File: src/rtl/axis_out_pkg.sv
// Shared helpers for the output serializer: derivation of the number of words
// per wide input beat and the number of narrow sub-beats each one is split into.
// No ports; imported by axis_out_serializer.
package axis_out_pkg;

    // Accumulator words carried by one wide input beat.
    function automatic int unsigned calc_in_words(input int unsigned cores,
                                                  input int unsigned units);
        return cores * units;
    endfunction

    // Narrow output beats per wide input beat.
    function automatic int unsigned calc_r(input int unsigned in_words,
                                           input int unsigned out_words);
        return in_words / out_words;
    endfunction

    // The wide beat must split into a whole number of narrow beats.
    function automatic bit words_divisible(input int unsigned in_words,
                                           input int unsigned out_words);
        return (out_words != 0) && ((in_words % out_words) == 0);
    endfunction

endpackage

File: src/rtl/axis_out_serializer_if.sv
// AXI-Stream bundle shared by the wide input side and the narrow output side of
// the serializer.
//   tdata  : payload, DataWidth bits (lowest word index in the MSBs)
//   tkeep  : byte enables, DataWidth/8 bits
//   tuser  : sideband, UserWidth bits
//   tvalid / tready / tlast : handshake and packet boundary
// Modports: master drives the stream, slave receives it.
interface axis_out_serializer_if #(
    parameter int unsigned DataWidth = 64,
    parameter int unsigned UserWidth = 1
);
    logic [DataWidth-1:0]   tdata;
    logic [DataWidth/8-1:0] tkeep;
    logic [UserWidth-1:0]   tuser;
    logic                   tvalid;
    logic                   tready;
    logic                   tlast;

    modport master (output tdata, tkeep, tuser, tvalid, tlast, input tready);
    modport slave  (input tdata, tkeep, tuser, tvalid, tlast, output tready);
endinterface

File: src/rtl/axis_out_serializer.sv
// Serializes one wide accumulator beat (CORES*UNITS words) into R narrow beats of
// OUT_WORDS words each, preserving word order, tlast and backpressure.
//   aclk    : clock, rising edge
//   areset  : synchronous active-high reset
//   s_axis  : wide input stream (slave), word 0 in the MSBs
//   m_axis  : narrow output stream (master), lowest word index in the MSBs
// Optional build macro AXIS_OUT_DROP_CONFIG_EN: drop the leading config beats of
// every packet (count selected by s_axis.tuser[I_IS_1X1]) instead of forwarding them.
module axis_out_serializer
    import axis_out_pkg::*;
#(
    parameter int unsigned WORD_WIDTH_ACC     = 32,
    parameter int unsigned CORES              = 2,
    parameter int unsigned UNITS              = 4,
    parameter int unsigned OUT_WORDS          = 2,
    parameter int unsigned TUSER_WIDTH        = 7,
    parameter int unsigned I_IS_1X1           = 5,
    parameter int unsigned BEATS_CONFIG_3X3_1 = 20,
    parameter int unsigned BEATS_CONFIG_1X1_1 = 12
) (
    input  logic                  aclk,
    input  logic                  areset,
    axis_out_serializer_if.slave  s_axis,
    axis_out_serializer_if.master m_axis
);

    localparam int unsigned InWords        = calc_in_words(CORES, UNITS);
    localparam int unsigned R              = calc_r(InWords, OUT_WORDS);
    localparam bit          WordsDivisible = words_divisible(InWords, OUT_WORDS);
    localparam int unsigned InW            = WORD_WIDTH_ACC * InWords;
    localparam int unsigned OutW           = WORD_WIDTH_ACC * OUT_WORDS;
    localparam int unsigned PhW            = (R > 1) ? $clog2(R) : 1;
    localparam logic [PhW-1:0] PhLast      = PhW'(R - 1);

    if (!WordsDivisible) begin : g_bad_ratio
        $error("CORES*UNITS must be a multiple of OUT_WORDS");
    end

    logic [InW-1:0] buf_q, buf_d;
    logic           full_q, full_d;
    logic [PhW-1:0] ph_q, ph_d;
    logic           last_q, last_d;

    logic ph_last, out_fire, s_ready, accept, load, drop_beat;
    logic [OutW-1:0] sub_beat [R];

    assign ph_last  = (ph_q == PhLast);
    assign out_fire = full_q && m_axis.tready;
    // The final sub-beat and the next load share a cycle for full throughput.
    assign s_ready  = !areset && (!full_q || (ph_last && m_axis.tready));
    assign accept   = s_axis.tvalid && s_ready;
    assign load     = accept && !drop_beat;

    always_comb begin
        buf_d  = buf_q;
        full_d = full_q;
        ph_d   = ph_q;
        last_d = last_q;
        if (out_fire) begin
            if (!ph_last) ph_d = ph_q + PhW'(1);
            else          full_d = 1'b0;
        end
        // A load in the drain cycle overrides the clear above.
        if (load) begin
            buf_d  = s_axis.tdata;
            full_d = 1'b1;
            ph_d   = '0;
            last_d = s_axis.tlast;
        end
    end

    always_ff @(posedge aclk) begin
        if (areset) begin
            full_q <= 1'b0;
            ph_q   <= '0;
            last_q <= 1'b0;
        end else begin
            full_q <= full_d;
            ph_q   <= ph_d;
            last_q <= last_d;
        end
    end

    // Payload needs no reset; full_q qualifies it.
    always_ff @(posedge aclk) begin
        buf_q <= buf_d;
    end

    for (genvar i = 0; i < R; i++) begin : g_sub
        assign sub_beat[i] = buf_q[(R-1-i)*OutW +: OutW];
    end

    assign s_axis.tready = s_ready;
    assign m_axis.tdata  = sub_beat[ph_q];
    assign m_axis.tvalid = full_q;
    assign m_axis.tlast  = full_q && last_q && ph_last;
    assign m_axis.tkeep  = '1;
    assign m_axis.tuser  = '0;

    logic unused_skeep;
    assign unused_skeep = ^s_axis.tkeep;

`ifdef AXIS_OUT_DROP_CONFIG_EN
    localparam int unsigned CfgMax = (BEATS_CONFIG_3X3_1 > BEATS_CONFIG_1X1_1) ?
                                     BEATS_CONFIG_3X3_1 : BEATS_CONFIG_1X1_1;
    localparam int unsigned CntW   = $clog2(CfgMax + 2);

    logic [CntW-1:0] cnt_q, cnt_d, n_q, n_d, n_cur;

    always_comb begin
        // The first beat of a packet picks its own config length from tuser.
        n_cur     = (cnt_q == '0) ? (s_axis.tuser[I_IS_1X1] ? CntW'(BEATS_CONFIG_1X1_1)
                                                            : CntW'(BEATS_CONFIG_3X3_1))
                                  : n_q;
        drop_beat = (cnt_q <= n_cur);
        cnt_d     = cnt_q;
        n_d       = n_q;
        if (accept) begin
            if (cnt_q == '0) n_d = n_cur;
            // Count saturates at n+1 once the config region is passed.
            if (s_axis.tlast)   cnt_d = '0;
            else if (drop_beat) cnt_d = cnt_q + CntW'(1);
        end
    end

    always_ff @(posedge aclk) begin
        if (areset) begin
            cnt_q <= '0;
            n_q   <= '0;
        end else begin
            cnt_q <= cnt_d;
            n_q   <= n_d;
        end
    end

    logic [31:0] unused_cfg;
    assign unused_cfg = 32'(TUSER_WIDTH);
`else
    assign drop_beat = 1'b0;

    logic unused_tuser;
    assign unused_tuser = ^s_axis.tuser;

    logic [31:0] unused_cfg;
    assign unused_cfg = 32'(TUSER_WIDTH + I_IS_1X1 + BEATS_CONFIG_3X3_1 + BEATS_CONFIG_1X1_1);
`endif

endmodule

File: src/flat_wrapper.sv
// flat-port wrapper written by rule: the top's interface ports become plain ports
module axis_out_serializer_flat import axis_out_pkg::*;
#(
    parameter int unsigned WORD_WIDTH_ACC     = 32,
    parameter int unsigned CORES              = 2,
    parameter int unsigned UNITS              = 4,
    parameter int unsigned OUT_WORDS          = 2,
    parameter int unsigned TUSER_WIDTH        = 7,
    parameter int unsigned I_IS_1X1           = 5,
    parameter int unsigned BEATS_CONFIG_3X3_1 = 20,
    parameter int unsigned BEATS_CONFIG_1X1_1 = 12
)
  (aclk, areset, s_axis_tdata, s_axis_tkeep, s_axis_tuser, s_axis_tvalid, s_axis_tlast, s_axis_tready, m_axis_tdata, m_axis_tkeep, m_axis_tuser, m_axis_tvalid, m_axis_tlast, m_axis_tready);
  axis_out_serializer_if #(.DataWidth((256)), .UserWidth((7))) s_axis_i ();
  axis_out_serializer_if #(.DataWidth((64)), .UserWidth(1)) m_axis_i ();
  input  logic aclk;
  input  logic areset;
  input wire logic [$bits(s_axis_i.tdata)-1:0] s_axis_tdata;
  input wire logic [$bits(s_axis_i.tkeep)-1:0] s_axis_tkeep;
  input wire logic [$bits(s_axis_i.tuser)-1:0] s_axis_tuser;
  input wire logic [$bits(s_axis_i.tvalid)-1:0] s_axis_tvalid;
  input wire logic [$bits(s_axis_i.tlast)-1:0] s_axis_tlast;
  output wire logic [$bits(s_axis_i.tready)-1:0] s_axis_tready;
  output wire logic [$bits(m_axis_i.tdata)-1:0] m_axis_tdata;
  output wire logic [$bits(m_axis_i.tkeep)-1:0] m_axis_tkeep;
  output wire logic [$bits(m_axis_i.tuser)-1:0] m_axis_tuser;
  output wire logic [$bits(m_axis_i.tvalid)-1:0] m_axis_tvalid;
  output wire logic [$bits(m_axis_i.tlast)-1:0] m_axis_tlast;
  input wire logic [$bits(m_axis_i.tready)-1:0] m_axis_tready;
  assign s_axis_i.tdata = s_axis_tdata;
  assign s_axis_i.tkeep = s_axis_tkeep;
  assign s_axis_i.tuser = s_axis_tuser;
  assign s_axis_i.tvalid = s_axis_tvalid;
  assign s_axis_i.tlast = s_axis_tlast;
  assign s_axis_tready = s_axis_i.tready;
  assign m_axis_tdata = m_axis_i.tdata;
  assign m_axis_tkeep = m_axis_i.tkeep;
  assign m_axis_tuser = m_axis_i.tuser;
  assign m_axis_tvalid = m_axis_i.tvalid;
  assign m_axis_tlast = m_axis_i.tlast;
  assign m_axis_i.tready = m_axis_tready;
  axis_out_serializer #(.WORD_WIDTH_ACC(WORD_WIDTH_ACC), .CORES(CORES), .UNITS(UNITS), .OUT_WORDS(OUT_WORDS), .TUSER_WIDTH(TUSER_WIDTH), .I_IS_1X1(I_IS_1X1), .BEATS_CONFIG_3X3_1(BEATS_CONFIG_3X3_1), .BEATS_CONFIG_1X1_1(BEATS_CONFIG_1X1_1)) u_core (.aclk(aclk), .areset(areset), .s_axis(s_axis_i), .m_axis(m_axis_i));
endmodule
File: config.mk
export PLATFORM = sky130hd
export DESIGN_NAME = axis_out_serializer_flat
export DESIGN_NICKNAME = d
export VERILOG_FILES = /design/src/rtl/axis_out_pkg.sv /design/src/rtl/axis_out_serializer_if.sv /design/src/rtl/axis_out_serializer.sv /design/src/flat_wrapper.sv
export SDC_FILE = /design/constraint.sdc
export NUM_CORES = 1
export LEC_CHECK = 0
export ABC_AREA = 1
export BUFFER_PORTS_ARGS = -buffer_cell sky130_fd_sc_hd__buf_2
export CAP_MARGIN = 20
export CORE_ASPECT_RATIO = 0.8
export CORE_UTILIZATION = 30
export CTS_CLUSTER_SIZE = 12
export DETAILED_ROUTE_END_ITERATION = 12
export GPL_ROUTABILITY_DRIVEN = 0
export HOLD_SLACK_MARGIN = 0.02
export SETUP_SLACK_MARGIN = 0.2
export SYNTH_ARGS = -nofsm -noshare
export SYNTH_HDL_FRONTEND = slang
export SYNTH_SLANG_ARGS = --single-unit
File: constraint.sdc
create_clock -name aclk -period 8.2 [get_ports aclk]
set_input_delay 1.64 -clock aclk [delete_from_list [all_inputs] [get_ports aclk]]
set_output_delay 1.64 -clock aclk [all_outputs]
set_load 0.01 [all_outputs]
# Word-level counts from Yosys, hierarchy flattened
# Cells that the tools add are included.
[word_totals]
latch_bits = 0
ff_bits = 260
rom_bits = 0
ramBits = 0
output_inout_bits = 76
n_memories = 0
[op_classes]
shifts = 0
n_reduce_logical = 14
addsub = 1
bitwise = 2
mul = 0
muxes = 6
eq_ne = 1
n_div = 0
n_lt_le_gt_ge = 1
[op_table]
columns = ["cell", "n"]
rows = [
  ["$bmux W64 S2", 1],
  ["$mux W64", 2],
  ["$logic_and A1 B1 Y1", 6],
  ["$reduce_and A2 Y1", 2],
  ["$reduce_bool A2 Y1", 2],
  ["$ge A3 B3 Y1 const B", 1],
  ["$mux W1", 3],
  ["$not A2 Y3", 1],
  ["$add A2 B1 Y2 const B", 1],
  ["$eq A2 B2 Y1 const B", 1],
  ["$logic_not A1 Y1", 2],
  ["$reduce_or A2 Y1", 1],
  ["$logic_or A1 B1 Y1", 1],
  ["$not A1 Y1", 1],
]

# Longest topological paths before layout
[depth]
depth_word = 7
depth_mapped = 7

# Least setup slack after synthesis
# OpenSTA, ideal clock, no wires.
[synth_path]
path_type = "input port to flip-flop"
from = "input m_axis_tready"
to = "register u_core.buf_q[0] (enable)"
cell_stages = 4
setup_ns = 0.606
path_slack_ns = 0.755
path_buffers = 0
arrival_time_ns = 6.839
t_required_ns = 7.594
path_cell_list = "nand2_1 > nand2_1 > nand3_1 > inv_1"
[synth_via]
elab_chain_len = 4
[synth_lines]
columns = ["element", "line_no", "source"]
rows = [
  ["from (decl)", "flat_wrapper.sv:29", "input wire logic [$bits(m_axis_i.tready)-1:0] m_axis_tready;"],
  ["$logic_and A1 B1 Y1", "axis_out_serializer.sv:50", "assign s_ready = !areset && (!full_q || (ph_last && m_axis.tready));"],
  ["$logic_or A1 B1 Y1", "axis_out_serializer.sv:50", ""],
  ["$logic_and A1 B1 Y1", "axis_out_serializer.sv:50", ""],
  ["$logic_and A1 B1 Y1", "axis_out_serializer.sv:51", "assign accept = s_axis.tvalid && s_ready;"],
  ["named net u_core.accept", "axis_out_serializer.sv:44", "logic ph_last, out_fire, s_ready, accept, load, drop_beat;"],
  ["to (signal assigned)", "axis_out_serializer.sv:86", "buf_q <= buf_d;"],
  ["to (decl)", "axis_out_serializer.sv:39", "logic [InW-1:0] buf_q, buf_d;"],
]
# The timed path passes the listed nets, and every way through them passes these cells.
# A chain may end at the register's enable or synchronous reset.

# Worst setup path in the final report
[layout_path]
from = "register u_core.ph_q[0]"
to = "output m_axis_tdata[56]"
[layout_via]
elab_chain_len = 4
[layout_lines]
columns = ["element", "line_no", "source"]
rows = [
  ["from (decl)", "axis_out_serializer.sv:41", "logic [PhW-1:0] ph_q, ph_d;"],
  ["from (signal assigned)", "axis_out_serializer.sv:79", "ph_q <= ph_d;"],
  ["$not A2 Y3 (implied by the code)", "axis_out_serializer.sv:94", "assign m_axis.tdata = sub_beat[ph_q];"],
  ["$bmux W64 S2", "axis_out_serializer.sv:94", ""],
  ["$mux W64 (implied by the code) (2 in series)", "axis_out_serializer.sv:94", ""],
  ["to (decl)", "flat_wrapper.sv:24", "output wire logic [$bits(m_axis_i.tdata)-1:0] m_axis_tdata;"],
]
# Every way passes these cells. The select of a mux whose other input is x is not followed.

==> results_dict.tcl <==
set metrics [dict create \
    dr_wl_met3_mm 2.00 \
    grt_overflow 0 \
    track_usage_pct 14.0 \
    grt_max_degree 95 \
    maxCapViolCount 0 \
    wl_per_cell_um 17.1 \
    firstDrtPassIters 4 \
    antenna_left 0 \
    cts.path.max_buffers 3 \
    synth_seq_area_share_pct 79.5 \
    cp.buffers_inverters 3 \
    cp.arrival_ns 2.92 \
    grt_pass1_wl_mm 35.8 \
    clk_root_buffer_cell "clkbuf_16" \
    initial_core_util_pct 30.8 \
    dr.max_layer_used "met5" \
    cts_tree "yes" \
    numCtsBuffers 28 \
    fin_tns_setup_ns 0 \
    cts.clk_slew.worst_paths_ns 0.06 \
    yosys.cell_types.count 19 \
    final_area_mm2 0.0126 \
    min_path_type "reg -> reg" \
    slew_headroom_pct 30.1 \
    grt_pass1_vias 6421 \
    synth-main-ff-cell "edfxtp_1" \
    cts_sinks 260 \
    crit_start "u_core.ph_q[0]" \
    vias 6544 \
    switchingPower_uw 608 \
    p_per_area_mw_per_mm2 235 \
    synth_top_area_share_pct 78.6 \
    die_h_um 163 \
    switching_share_pct 20.6 \
    cts_resized 0 \
    synth_most_common_cell "edfxtp_1" \
    fin_crit_sh_pct 55.6 \
    die_x_um 204 \
    synthCells 660 \
    drcViolationCount 0 \
    setup_viol 0 \
    synth_edf_count 256 \
    coreArea_mm2 0.0317 \
    route.met2.wl_mm 11.6 \
    r2r_start "u_core.ph_q[0]" \
    fmax_mhz 219 \
    area_delta_synth_final_pct 28.5 \
    worstMarginPinSlew_ns 1.05 \
    p_leak_uw 0.00481 \
    finalCriticalPeriod_ns 4.56 \
    critical_path_class "reg -> out" \
    vias_per_cell 4.61 \
    crit_family "buffers and inverters" \
    power.share.clock_pct 41.4 \
    end_kind "output port" \
    ys_seq_elements 260 \
    cp.required_ns 6.56 \
    synth.cells.most_frequent "edfxtp_1, nor2_1, o21ai_0" \
    drt_iter0_markers 314 \
    drive_above_1_share_pct 37.4 \
    slew_violations 0 \
    p_int_uw 2340 \
    outcome "complete, no violations" \
    cp-start-kind "flip-flop" \
    power_frac_seq_pct 52.5 \
    combPwrFrac_pct 6.1 \
    worstPathCellList "inv_4, buf_4, o21ai_0, o22ai_1, buf_2" \
    final_cell_count_no_fill 1418 \
    rsz0062_at_grt "false" \
    skew_ns 0.0168 \
    antenna_found_initial 6 \
    syn_avg_cell_area_um2 14.8 \
    cts_setup_buffers 0 \
    n_fill_cell 3044 \
    fp.dieArea_mm2 0.0333 \
    hold_viol 0 \
    hold_path.startpoint "u_core.last_q" \
    netlist_top_cells_area "edfxtp_1, nor2_1, o21ai_0, o22ai_1, o21ai_1" \
    place_inst 1370 \
    crit_path_max_fanout 68 \
    drt-met1-wl_mm 9.93 \
    crit_slowest_cell "buf_4" \
    fin_nets 1281 \
    detailed_place_hpwl_mm 15.7 \
    cpPeakStageDelay_ns 0.69 \
    h-tree-depth 1 \
    worst_ir_drop_vdd_mv 0.172 \
    hold_buffers 0 \
    place_area_mm2 0.0117 \
    netlist_area_mm2 0.00977 \
    portBuffers 327 \
    synthArstFlopShare_pct 0 \
    clock_latency_ns 0.55 \
    yosys_warnings 0 \
    drt_wl_total_mm 24.3 \
    synth_top_area_cell "edfxtp_1" \
    ioPinCount 376 \
    num_rows 58 \
]
==> worst register-to-register path, stage by stage, from the launching register on <==
cell and delay (ns):
dfxtp_4 0.61, buf_4 0.80, ha_1 0.42, nand2_1 0.08
nand2_1 0.10, nand3_1 0.24, inv_8 0.52, buf_4 1.00
==> power groups by stage <==
stage | logic (uW) | clock network [uW] | registers [uW]
after floorplan | 86.1 | 0 | 1580
after global placement | 181 | 0 | 1580
after detailed placement | 184 | 0 | 1580
after CTS | 185 | 1260 | 1550
after global routing | 200 | 1310 | 1550
final | 180 | 1220 | 1550
==> logic make-up after synthesis <==
group,synth area share [%]
AOI/OAI and AO/OA,10.8
adders and majority gates,0.128
buffers and inverters,3.81
DFF,79.5
other,0.0768
and+or+nand+nor,5.71
==> worst paths after layout <==
path,to,slack [ns],cells past startpoint
worst max register to register,u_core.buf_q[13],3.97,7
worst min-delay path,u_core.last_q,0.49,2
worst max-delay path,m_axis_tdata[56],3.64,5
worst min register to register,u_core.last_q,0.49,2
==> placed cells by master, fill, tap and decap left out, types with 2 or more instances in the layout <==
cell | Yosys | routed
buf_4 | 12 | 6
nand3_1 | 4 | 4
nor2_1 | 130 | 130
diode_2 | 0 | 2
nand4_1 | 2 | 2
a21oi_1 | 3 | 3
clkbuf_1 | 16 | 9
clkinv_4 | 0 | 2
edfxtp_1 | 256 | 256
o21ai_0 | 83 | 83
inv_1 | 4 | 3
dfxtp_1 | 4 | 2
buf_2 | 8 | 327
clkbuf_16 | 0 | 29
o21ai_1 | 45 | 45
o22ai_1 | 64 | 64
bufinv_16 | 0 | 3
conb_1 | 2 | 9
clkinv_1 | 1 | 2
nand2_1 | 10 | 10
==> area by class of cell <==
class	count	area (um2)	area share (%)
Tap cell	420	526	4.18
Sequential cell	260	7770	61.9
Clock buffer	38	759	6.05
Inverter	6	32.5	0.259
Clock inverter	8	120	0.957
Timing Repair Buffer	333	1680	13.4
Antenna cell	2	5.00	0.0399
Multi-Input combinational cell	351	1660	13.2
==> layer usage <==
metal / track usage [%] / vias to the layer above
met5: 0 / -
met4: 4.65 / 6
met3: 4.43 / 50
met2: 22.9 / 255
met1: 17.4 / 3118
li1: - / 3115
==> registers in the layout, summed over array words and instances (netlist names) <==
register              cells
u_core.buf_q            256
u_core.ph_q               2
u_core.last_q             1
u_core.m_axis.tvalid      1
==> per-stage QoR <==
stage / worst slack [ns] / hold WS, ns / util [%] / total power, uW
after floorplan: 0.755 / 0.446 / - / 1670
after global placement: 4.04 / 0.474 / 36.8 / 1760
after detailed placement: 3.99 / 0.473 / 36.8 / 1760
after CTS: 3.48 / 0.484 / 39.6 / 3000
after global routing: 3.35 / 0.520 / 39.6 / 3070
final: 3.64 / 0.485 / 39.6 / 2950
Power figures use the tool's default switching activity.
